File: src/rtl/vc_arbiter.sv
// -----------------------------------------------------------------------------
// vc_arbiter
//
// Moves words from two virtual-channel FIFOs (VC0, VC1) into two destination
// FIFOs (D0, D1). Each word is routed by its bit DEST_BIT
// (0 -> D0, 1 -> D1). A three-state FSM (IDLE / FORWARD / PAUSE) decides
// when popping is allowed. Each popped word goes through a fixed two-stage
// pipeline:
//   cycle N   : pop_vcX strobe
//   cycle N+1 : VC read data valid, captured into the holding register
//   cycle N+2 : push_dX strobe with data_out = captured word
//
// Strobe semantics: pop_vc0/pop_vc1/push_d0/push_d1 are single-cycle
// fire-and-forget strobes. A pop is issued only when the selected VC is
// non-empty and neither destination is almost full; the destinations
// guarantee at least two free entries at their threshold, so the up to two
// words already in flight are always pushed without back-pressure.
//
// Parameters:
//   BITNUMBER : width of every data word
//   DEST_BIT  : index of the data bit selecting the destination
//
// Optional feature (macro VC_ROUND_ROBIN_EN):
//   defined   : round-robin between VCs when both are non-empty; last_grant
//               remembers the VC popped most recently.
//   undefined : strict priority, VC0 always wins when non-empty.
//
// Ports:
//   clk, reset                     : clock, synchronous active-high reset
//   active                         : forwarding enable from the main FSM
//   vc0_empty, vc1_empty           : VC FIFO empty flags
//   vc0_data, vc1_data             : VC FIFO read data (valid cycle after pop)
//   d0_almost_full, d1_almost_full : destination threshold flags
//   pop_vc0, pop_vc1               : VC FIFO read strobes
//   push_d0, push_d1               : destination FIFO write strobes
//   data_out                       : word written to D0/D1 (holds last value)
//   arb_pause                      : a VC has data but popping is blocked
//   arb_state                      : current FSM state (debug/observation)
// -----------------------------------------------------------------------------
module vc_arbiter #(
  parameter int BITNUMBER = 6,
  parameter int DEST_BIT  = 4
) (
  input  logic                 clk,
  input  logic                 reset,
  input  logic                 active,
  input  logic                 vc0_empty,
  input  logic                 vc1_empty,
  input  logic [BITNUMBER-1:0] vc0_data,
  input  logic [BITNUMBER-1:0] vc1_data,
  input  logic                 d0_almost_full,
  input  logic                 d1_almost_full,
  output logic                 pop_vc0,
  output logic                 pop_vc1,
  output logic                 push_d0,
  output logic                 push_d1,
  output logic [BITNUMBER-1:0] data_out,
  output logic                 arb_pause,
  output logic [1:0]           arb_state
);

  typedef enum logic [1:0] {
    IDLE    = 2'd0,
    FORWARD = 2'd1,
    PAUSE   = 2'd2
  } state_t;

  state_t               state;
  state_t               next_state;

  logic                 any_af;
  logic                 any_req;
  logic                 grant_vc1;
  logic                 pop_en;

  // Pipeline stage 1: a pop was issued last cycle, read data is on the bus now.
  logic                 p1_valid;
  logic                 p1_sel;
  // Pipeline stage 2: captured word, pushed this cycle when hold_valid is set.
  logic                 hold_valid;
  logic [BITNUMBER-1:0] hold_data;

  assign any_af  = d0_almost_full | d1_almost_full;
  assign any_req = ~vc0_empty | ~vc1_empty;

  // ---------------------------------------------------------------------------
  // VC selection
  // ---------------------------------------------------------------------------
`ifdef VC_ROUND_ROBIN_EN
  // 1 = VC1 was popped most recently. Resets to VC1 so VC0 wins first.
  logic last_grant;

  always_comb begin
    grant_vc1 = vc0_empty;
    if (!vc0_empty && !vc1_empty) begin
      grant_vc1 = ~last_grant;
    end
  end

  always_ff @(posedge clk) begin
    if (reset) begin
      last_grant <= 1'b1;
    end else if (pop_en) begin
      last_grant <= grant_vc1;
    end
  end
`else
  always_comb begin
    grant_vc1 = vc0_empty;
  end
`endif

  // Pops come straight from the registered state and current inputs. The
  // active term stops popping in the single cycle between active falling
  // and the FSM reaching IDLE.
  assign pop_en  = ~reset & active & (state == FORWARD) & ~any_af & any_req;
  assign pop_vc0 = pop_en & ~grant_vc1;
  assign pop_vc1 = pop_en &  grant_vc1;

  // ---------------------------------------------------------------------------
  // FSM
  // ---------------------------------------------------------------------------
  always_comb begin
    next_state = state;
    if (!active) begin
      next_state = IDLE;
    end else begin
      case (state)
        IDLE: begin
          if (any_req) next_state = FORWARD;
        end
        FORWARD: begin
          if (!any_req)    next_state = IDLE;
          else if (any_af) next_state = PAUSE;
        end
        PAUSE: begin
          if (!any_af) next_state = FORWARD;
        end
        default: next_state = IDLE;
      endcase
    end
  end

  always_ff @(posedge clk) begin
    if (reset) begin
      state      <= IDLE;
      p1_valid   <= 1'b0;
      p1_sel     <= 1'b0;
      hold_valid <= 1'b0;
      hold_data  <= '0;
    end else begin
      state      <= next_state;
      p1_valid   <= pop_vc0 | pop_vc1;
      p1_sel     <= pop_vc1;
      hold_valid <= p1_valid;
      // hold_data changes only when a word is captured, and every captured
      // word is pushed the next cycle, so it always equals the last pushed
      // word once the push happens.
      if (p1_valid) begin
        hold_data <= p1_sel ? vc1_data : vc0_data;
      end
    end
  end

  // ---------------------------------------------------------------------------
  // Outputs
  // ---------------------------------------------------------------------------
  assign push_d0   = ~reset & hold_valid & ~hold_data[DEST_BIT];
  assign push_d1   = ~reset & hold_valid &  hold_data[DEST_BIT];
  assign data_out  = hold_data;
  assign arb_state = reset ? 2'd0 : state;
  assign arb_pause = ~reset & ((state == PAUSE) |
                               (active & any_req & any_af & (state != PAUSE)));

endmodule

File: config.mk
export PLATFORM = sky130hd
export DESIGN_NAME = vc_arbiter
export DESIGN_NICKNAME = d
export VERILOG_FILES = /design/src/rtl/vc_arbiter.sv
export SDC_FILE = /design/constraint.sdc
export NUM_CORES = 1
export LEC_CHECK = 0
export CAP_MARGIN = 20
export CORE_ASPECT_RATIO = 1.1
export CORE_UTILIZATION = 25
export DETAILED_ROUTE_END_ITERATION = 8
export DONT_BUFFER_PORTS = 1
export HOLD_SLACK_MARGIN = 0.03
export SLEW_MARGIN = 30
export SYNTH_ARGS = -nofsm -noshare
export SYNTH_HDL_FRONTEND = slang
export SYNTH_SLANG_ARGS = --single-unit
File: constraint.sdc
create_clock -name clk -period 1.1 [get_ports clk]
set_input_delay 0.055 -clock clk [delete_from_list [all_inputs] [get_ports clk]]
set_output_delay 0.055 -clock clk [all_outputs]
set_load 0.01 [all_outputs]
## After elaboration in Yosys (flattened, before gate mapping)

Index checks and enable logic that the tools add are counted.

- Input bits: 19
- Output and inout port bits: 13
- Register bits after elaboration: 11
- Logic and storage cells: 44

- Bitwise logic cells: 23
- Reductions and logical operators: 3
- Muxes and demuxes: 7
- Equality and inequality tests: 6

Operators by type and width:

| operator | count |
|---|---|
| $and A1 B1 Y1 | 13 |
| $mux W2 | 5 |
| $mux W6 | 1 |
| $ne A2 B2 Y1 const B | 3 |
| $not A1 Y1 | 6 |
| $pmux W2 S3 | 1 |
| $or A1 B1 Y1 | 4 |
| $ne A3 B3 Y1 const B | 1 |
| $reduce_and A3 Y1 | 1 |
| $eq A2 B1 Y1 const B | 1 |
| $eq A2 B2 Y1 const B | 1 |
| $logic_not A2 Y1 | 1 |
| $reduce_or A2 Y1 | 1 |

## Logic depth before layout (Yosys ltp)

Gate-level depths: netlist of the first run.

- Depth in word-level cells: 7
- Gate-level depth with buffers: 3
- Gate-level depth less buffers: 3

## Worst setup path after synthesis of the first run

OpenSTA, ideal clock, no wires.

- Path type: register to output
- Start point: register state[1]
- End point: output pop_vc1
- Stages on the path, launching flop included: 4
- Path buffers: 0
- Slack: -0.007 ns
- Required time: 1.045 ns
- Arrival: 1.052 ns
- Cells stage by stage: dfxtp_1 -> nor4b_2 -> nand2_1 -> nor3b_1

- Word-level cells in the longest chain between the ends: 5

RTL lines:

| item | line | text |
|---|---|---|
| from (decl) | 68 | `state_t state;` |
| from (signal assigned) | 152 | `state <= next_state;` |
| $eq A2 B1 Y1 | 116 | `assign pop_en = ~reset & active & (state == FORWARD) & ~any_af & any_req;` |
| $and A1 B1 Y1 (3 in a row) | 116 |  |
| $and A1 B1 Y1 | 118 | `assign pop_vc1 = pop_en & grant_vc1;` |
| to (decl) | 54 | `output logic pop_vc1,` |

No other way between the ends.

## Final worst setup path of the first run

Ends and elaborated chain as after synthesis.

==> results.yml, run 1 <==
synthesis:
  ys_seq_area_frac: 0.432
  synth_top_area_cell: "dfxtp_1"
  synth-simple-area-share: 0.280
  syn_avg_cell_area_sq_um: 9.26
  synthXorXnorAreaFrac: 0
  synth_area_leaders: "dfxtp_1, mux2i_1, a211oi_1, nor2_1, nor2b_1"
  synth_compound_area_frac: 0.143
  synth_fa_ha_area_frac: 0
  synth_cells: 55
  synth_warnings: 0
  synth_seq_cells: 11
  synth_nets: 74
  synth.mux.area_fraction: 0.118
  synth_cell_type_count: 18
  synth_top_area_share: 0.432
  synth_top_family_by_area: "simple AND/OR/NAND/NOR gates"
  syn-cell-area_sq_um: 509
power_and_ir_drop:
  p_leak_nw: 0.281
  p_per_area_mw_per_mm2: 949
  irDropWorstVdd_v: 0.000645
cells_and_area:
  final_cells: 106
  antennaDiodeCount: 0
  finalNetCount: 99
  drive_gt1_frac: 0.291
  multi_input_area_sq_um: 315
  seq_area_sq_um: 228
  post-route-util: 0.451
  fillers: 186
  final_common_cell: "dlygate4sd3_1"
  layout_common_cells: "dlygate4sd3_1, dfxtp_1"
  syn_to_final_growth_pct: 63.1
global_route:
  grt_antenna_before_repair: 0
  grt_pass1_vias: 511
  overflow: 0
  grt_start_max_net_pins: 14
  track_usage: 0.138
  grt_pass1_wl_um: 2210
worst_hold_path:
  min-delay-start: "vc0_data[3]"
  worstHoldEndpoint: "data_out[3]$_SDFFE_PP0P_"
  hold_depth: 2
  hp-class: "input pin to register"
drt:
  highest_layer: "met4"
  wl_per_cell_um: 13.7
  vias: 512
  drtIter0Drc: 4
  viasPerCell: 4.83
  wl_met1_um: 557
  ant_nets: 0
  wl_met3_um: 120
  wl_met2_um: 771
  drcViolationCount: 0
  drt-pass1-iter-count: 3
  drt_wl_total_um: 1460
critical_path:
  worst_setup_path_start_kind: "register"
  path_max_fanout: 5
  worstPathRequired_ns: 1.04
  r2r_slack_ns: -0.13
  reg2reg_depth: 5
  rr_startpoint: "state[1]$_SDFFE_PP0P_"
  crit_arrival_ns: 1.28
  end_kind: "primary output"
  r2r_end: "p1_sel$_SDFF_PP0_"
  crit_type: "register to primary output"
timing:
  hold_violations: 0
  fmax_mhz: 748
  max_slew_margin: 0.739
  finalCriticalPeriod_ns: 1.34
  fin_worst_skew_ns: 0.00515
  rsz0062_at_grt: "yes"
  fin_ws_ns: -0.236
  worst_pin_slew_ns: 0.387
  setup_violations: 5
  maxSlewViolCount: 0
  period_share: 1.21
placed_design:
  port-buffer-count: 0
  dp_hpwl_um: 802
  place_inst: 83
  finalWeightedCongestion: 0.623
clocking:
  cts_made_buffers: 3
  clkLatencyLatePin_ns: 0.27
  cts_sinks: 11
  clock_path_buffers: 2
  h-tree-depth: 1
  cts_root_buf: "clkbuf_4"
  cts.reportedPaths.clkPinSlew_ns: 0.07
  cts_tree: "yes"
die:
  dieArea_sq_mm: 0.00222
  initial_utilization: 0.276
  die_w_um: 45.0
  ios: 32
  core_sq_mm: 0.00184
  die-height_um: 49.3
  rows: 16
job:
  cap_violations: 0
run_status:
  failed_checks: "setup timing"
  outcome: "complete, but fails checks"
==> synthesized netlist by cell type <==
master and number:
mux2i_1 6, buf_2 2, or2b_1 1, nor4b_2 1
nand3b_1 1, and2_1 1, dfxtp_1 11, nand2_1 3
o22ai_1 2, nor3b_1 3, a21oi_1 2, buf_1 1
nor2_1 8, a211oi_1 6, nor2b_1 4, and4_1 1
o21ai_0 1, and3b_1 1
==> per-stage QoR <==
stage / setup TNS [ns] / setup slack [ns] / total power, mW / hold slack [ns] / instance area [sq um]
after CTS: -0.550 / -0.223 / 0.789 / 0.0322 / 766
final: -0.765 / -0.236 / 0.788 / 0.0379 / 831
after detailed placement: 0 / 0.0262 / 0.459 / 0.129 / 577
after global placement: 0 / 0.0419 / 0.457 / 0.129 / 577
after global routing: -1.01 / -0.283 / 0.825 / 0.0319 / 831
after floorplan: 0 / 0.0747 / 0.453 / 0.127 / 514
==> worst max-delay path by stage <==
stage	startpoint	endpoint	slack, ns	cells after the start
3_3_place_gp	state[1]$_SDFFE_PP0P_	pop_vc1	0.04	3
5_1_grt	state[1]$_SDFFE_PP0P_	pop_vc1	-0.28	3
3_5_place_dp	state[1]$_SDFFE_PP0P_	pop_vc1	0.03	3
4_1_cts	state[1]$_SDFFE_PP0P_	pop_vc1	-0.22	3
6_report	state[1]$_SDFFE_PP0P_	pop_vc1	-0.24	3
2_1_floorplan	state[1]$_SDFFE_PP0P_	pop_vc1	0.07	3
==> flip-flops by register name (all words and copies together) (netlist names) <==
signal	count
hold_valid	1
p1_sel	1
data_out	6
p1_valid	1
state	2
==> area by class of cell <==
class                   instances  area share
flip-flops and latches         11       0.274
repair buffers                 23       0.274
multi-input cells              41       0.380
clock buffers                   4      0.0316
well taps                      27      0.0407
==> per-layer routing <==
layer,up-vias,GRT usage
met4,0,0.0303
met5,-,0
met1,234,0.134
li1,248,-
met2,28,0.249
met3,2,0.0704
==> timing repair <==
action | 4_1_cts | 5_1_grt
setup endpoints to repair | 4 | 7
resized for setup | 5 | 9
pin swaps | 3 | 4
setup buffers | 2 | 3
hold buffers | 13 | 1
hold endpoints to repair | 11 | 1
==> report_power, final <==
part           switching (mW)  total, mW  internal (mW)
Combinational          0.0374      0.104         0.0664
Sequential            0.00628      0.407          0.401
Clock                   0.137      0.278          0.140
Total                   0.181      0.788          0.607
==> worst max-delay path, stage by stage, from the launching register on <==
cell and delay, ns:
dfxtp_4 0.37, nor4b_4 0.28, nand2_2 0.12, nor3b_2 0.25
==> logic make-up (layout without fill, tap and decap cells) <==
logic type	count (synthesis)	count (layout)
AND/OR/NAND/NOR	24	24
multiplexers	6	6
buffers and inverters	3	27
flip-flops	11	11
AO/OA/AOI/OAI	11	11
Note: power is estimated with default switching activity, not from simulation.
==> inputs of run 2 (changes only) <==
Settings changed: ABC_AREA set to 1.
==> results.yml, run 2 <==
timing:
  setup_violations: 0
  period_share: 0.971
  tns_ns: 0
  maxSlewViolCount: 0
  whs_ns: 0.0640
  worst_pin_slew_ns: 0.253
  fin_worst_skew_ns: 0.00559
  fmax_mhz: 936
  max_slew_margin: 0.831
  finalCriticalPeriod_ns: 1.07
  hold_violations: 0
  rsz0062_at_grt: "yes"
cells_and_area:
  antennaDiodeCount: 0
  largest_reg_flops: 6
  finalNetCount: 113
  post-route-util: 0.409
  layout_common_cells: "dlygate4sd3_1, nand2_1, a21oi_1"
  syn_to_final_growth_pct: 52.6
  drive_gt1_frac: 0.172
  final_common_cell: "dlygate4sd3_1"
worst_hold_path:
  hp-class: "input pin to register"
  hold_depth: 4
clocking:
  cts_tree: "yes"
  clock_path_buffers: 2
  clkLatencyLatePin_ns: 0.26
  cts.reportedPaths.clkPinSlew_ns: 0.06
  h-tree-depth: 1
  cts_made_buffers: 3
  cts_root_buf: "clkbuf_4"
  cts_sinks: 11
synthesis:
  syn_avg_cell_area_sq_um: 6.80
  synth_top_area_cell: "dfxtp_1"
  synth_area_leaders: "dfxtp_1, a21oi_1, nand2_1, inv_1, o21ai_0"
  synth_edf_count: 0
  synth_seq_cells: 11
  synth_cells: 71
  synth_top_area_share: 0.456
  synth_nets: 90
  ys.flop_type: "dfxtp_1"
  async_flop_share: 0
  synth_warnings: 0
  ys_seq_area_frac: 0.456
  synth_cell_type_count: 11
  synth_common_cells: "a21oi_1, nand2_1, dfxtp_1, inv_1, nor2_1"
  syn-cell-area_sq_um: 483
die:
  die_w_um: 43.9
  die-height_um: 48.1
  dieArea_sq_mm: 0.00211
  core_sq_mm: 0.00180
  initial_utilization: 0.268
  ios: 32
  rows: 16
global_route:
  grt_antenna_before_repair: 0
  overflow: 0
  grt_start_max_net_pins: 8
  track_usage: 0.123
  grt_pass1_vias: 447
  grt_pass1_wl_um: 1870
drt:
  drtIter0Drc: 18
  viasPerCell: 4.76
  ant_nets: 0
  drcViolationCount: 0
  wl_per_cell_um: 11.4
  vias: 528
  drt-pass1-iter-count: 6
  drt_wl_total_um: 1270
critical_path:
  path_cells: "inv_2 -> nand3_2 -> inv_2 -> nand2_4 -> nor2_4"
  crit_type: "register to primary output"
  reg2reg_depth: 3
  path_max_fanout: 4
  rr_startpoint: "p1_valid$_SDFF_PP0_"
  end_kind: "primary output"
  slowest_stage: "dfxtp_2"
  max_stage_delay_ns: 0.32
  crit_buf_inv: 2
  critical-path-top-delay-family: "flip-flops"
  r2r_end: "data_out[2]$_SDFFE_PP0P_"
  cpMostUsedCell: "inv_2"
  endpoint: "pop_vc0"
  cp.depth: 5
  crit_arrival_ns: 1.01
  worstPathRequired_ns: 1.04
  startpoint: "state[1]$_SDFFE_PP0P_"
  worst_setup_path_start_kind: "register"
  r2r_slack_ns: 0.20
placed_design:
  dp_hpwl_um: 850
  port-buffer-count: 0
  finalWeightedCongestion: 0.748
run_status:
  outcome: "finished, final reports clean"
power_and_ir_drop:
  p_leak_nw: 0.351
  p_per_area_mw_per_mm2: 1050
  irDropWorstVdd_v: 0.000653
job:
  cap_violations: 0
==> run 2: changes by cell type after synthesis, sizes merged, moves of 2 or more <==
cell,delta
a211oi,-6
mux2i,-6
nand2,+13
nor2b,-4
nand3,+2
o21ai,+5
o22ai,-2
a21oi,+12
nor3b,-3
inv,+12
buf,-3
==> run 2: layer usage <==
layer / global-route usage / part of all wire
met1: 0.154 / 0.44
met2: 0.194 / 0.47
met3: 0.0444 / 0.080
met4: 0.0545 / 0.0063
met5: 0 / 0
==> run 2: how the worst min path moves through the flow <==
stage / from / end / slack, ns
floorplan: reset / hold_valid$_SDFF_PP0_ / 0.13
global placement: reset / hold_valid$_SDFF_PP0_ / 0.13
detailed placement: reset / hold_valid$_SDFF_PP0_ / 0.13
CTS: active / state[0]$_SDFFE_PP0P_ / 0.04
global route: d0_almost_full / state[1]$_SDFFE_PP0P_ / 0.08
finish: d1_almost_full / state[1]$_SDFFE_PP0P_ / 0.06
==> run 2: power by group <==
group	leakage, nW	switching [mW]	internal, mW
Sequential	0.0894	0.00479	0.404
Clock	0.0150	0.127	0.140
Combinational	0.247	0.0428	0.0566
Total	0.351	0.175	0.600
==> run 2: what timing repair did <==
action / CTS / global route
setup buffers: 0 / 2
hold buffers: 16 / 0
gates resized for setup: 7 / 3
setup endpoints to repair: 2 / 3
pin swaps: 0 / 1
hold endpoints to repair: 9 / 0
cloned: 0 / 0
==> run 2: logic make-up (layout without fill, tap and decap cells) <==
logic type | after synthesis | after routing | share of synthesized area
DFF | 11 | 11 | 0.456
and+or+nand+nor | 28 | 28 | 0.244
AOI/OAI and AO/OA | 20 | 20 | 0.207
buffers and inverters | 12 | 34 | 0.0933
==> run 2: per-stage QoR <==
| stage | cells | setup slack, ns | total power [mW] | instance area, sq um |
|---|---|---|---|---|
| final | 111 | 0.0321 | 0.775 | 737 |
| after global routing | 111 | -0.0169 | 0.815 | 737 |
| after CTS | 109 | 0.00657 | 0.773 | 717 |
| after detailed placement | 89 | 0.207 | 0.459 | 505 |
| after global placement | 89 | 0.219 | 0.458 | 505 |
| after floorplan | 71 | 0.280 | 0.452 | 483 |
==> run 2: area by class of cell <==
cell class,instances,area (sq um)
Fill cell,185,1060
Timing Repair Buffer,18,175
Tap cell,18,22.5
Multi-Input combinational cell,48,246
Clock buffer,4,26.3
Inverter,12,45.0
Sequential cell,11,221
==> run 2: tightest hold or removal path: stages <==
cell and delay, ns:
inv_1 0.03, nand2_1 0.08, nand2_1 0.08, a21oi_1 0.03
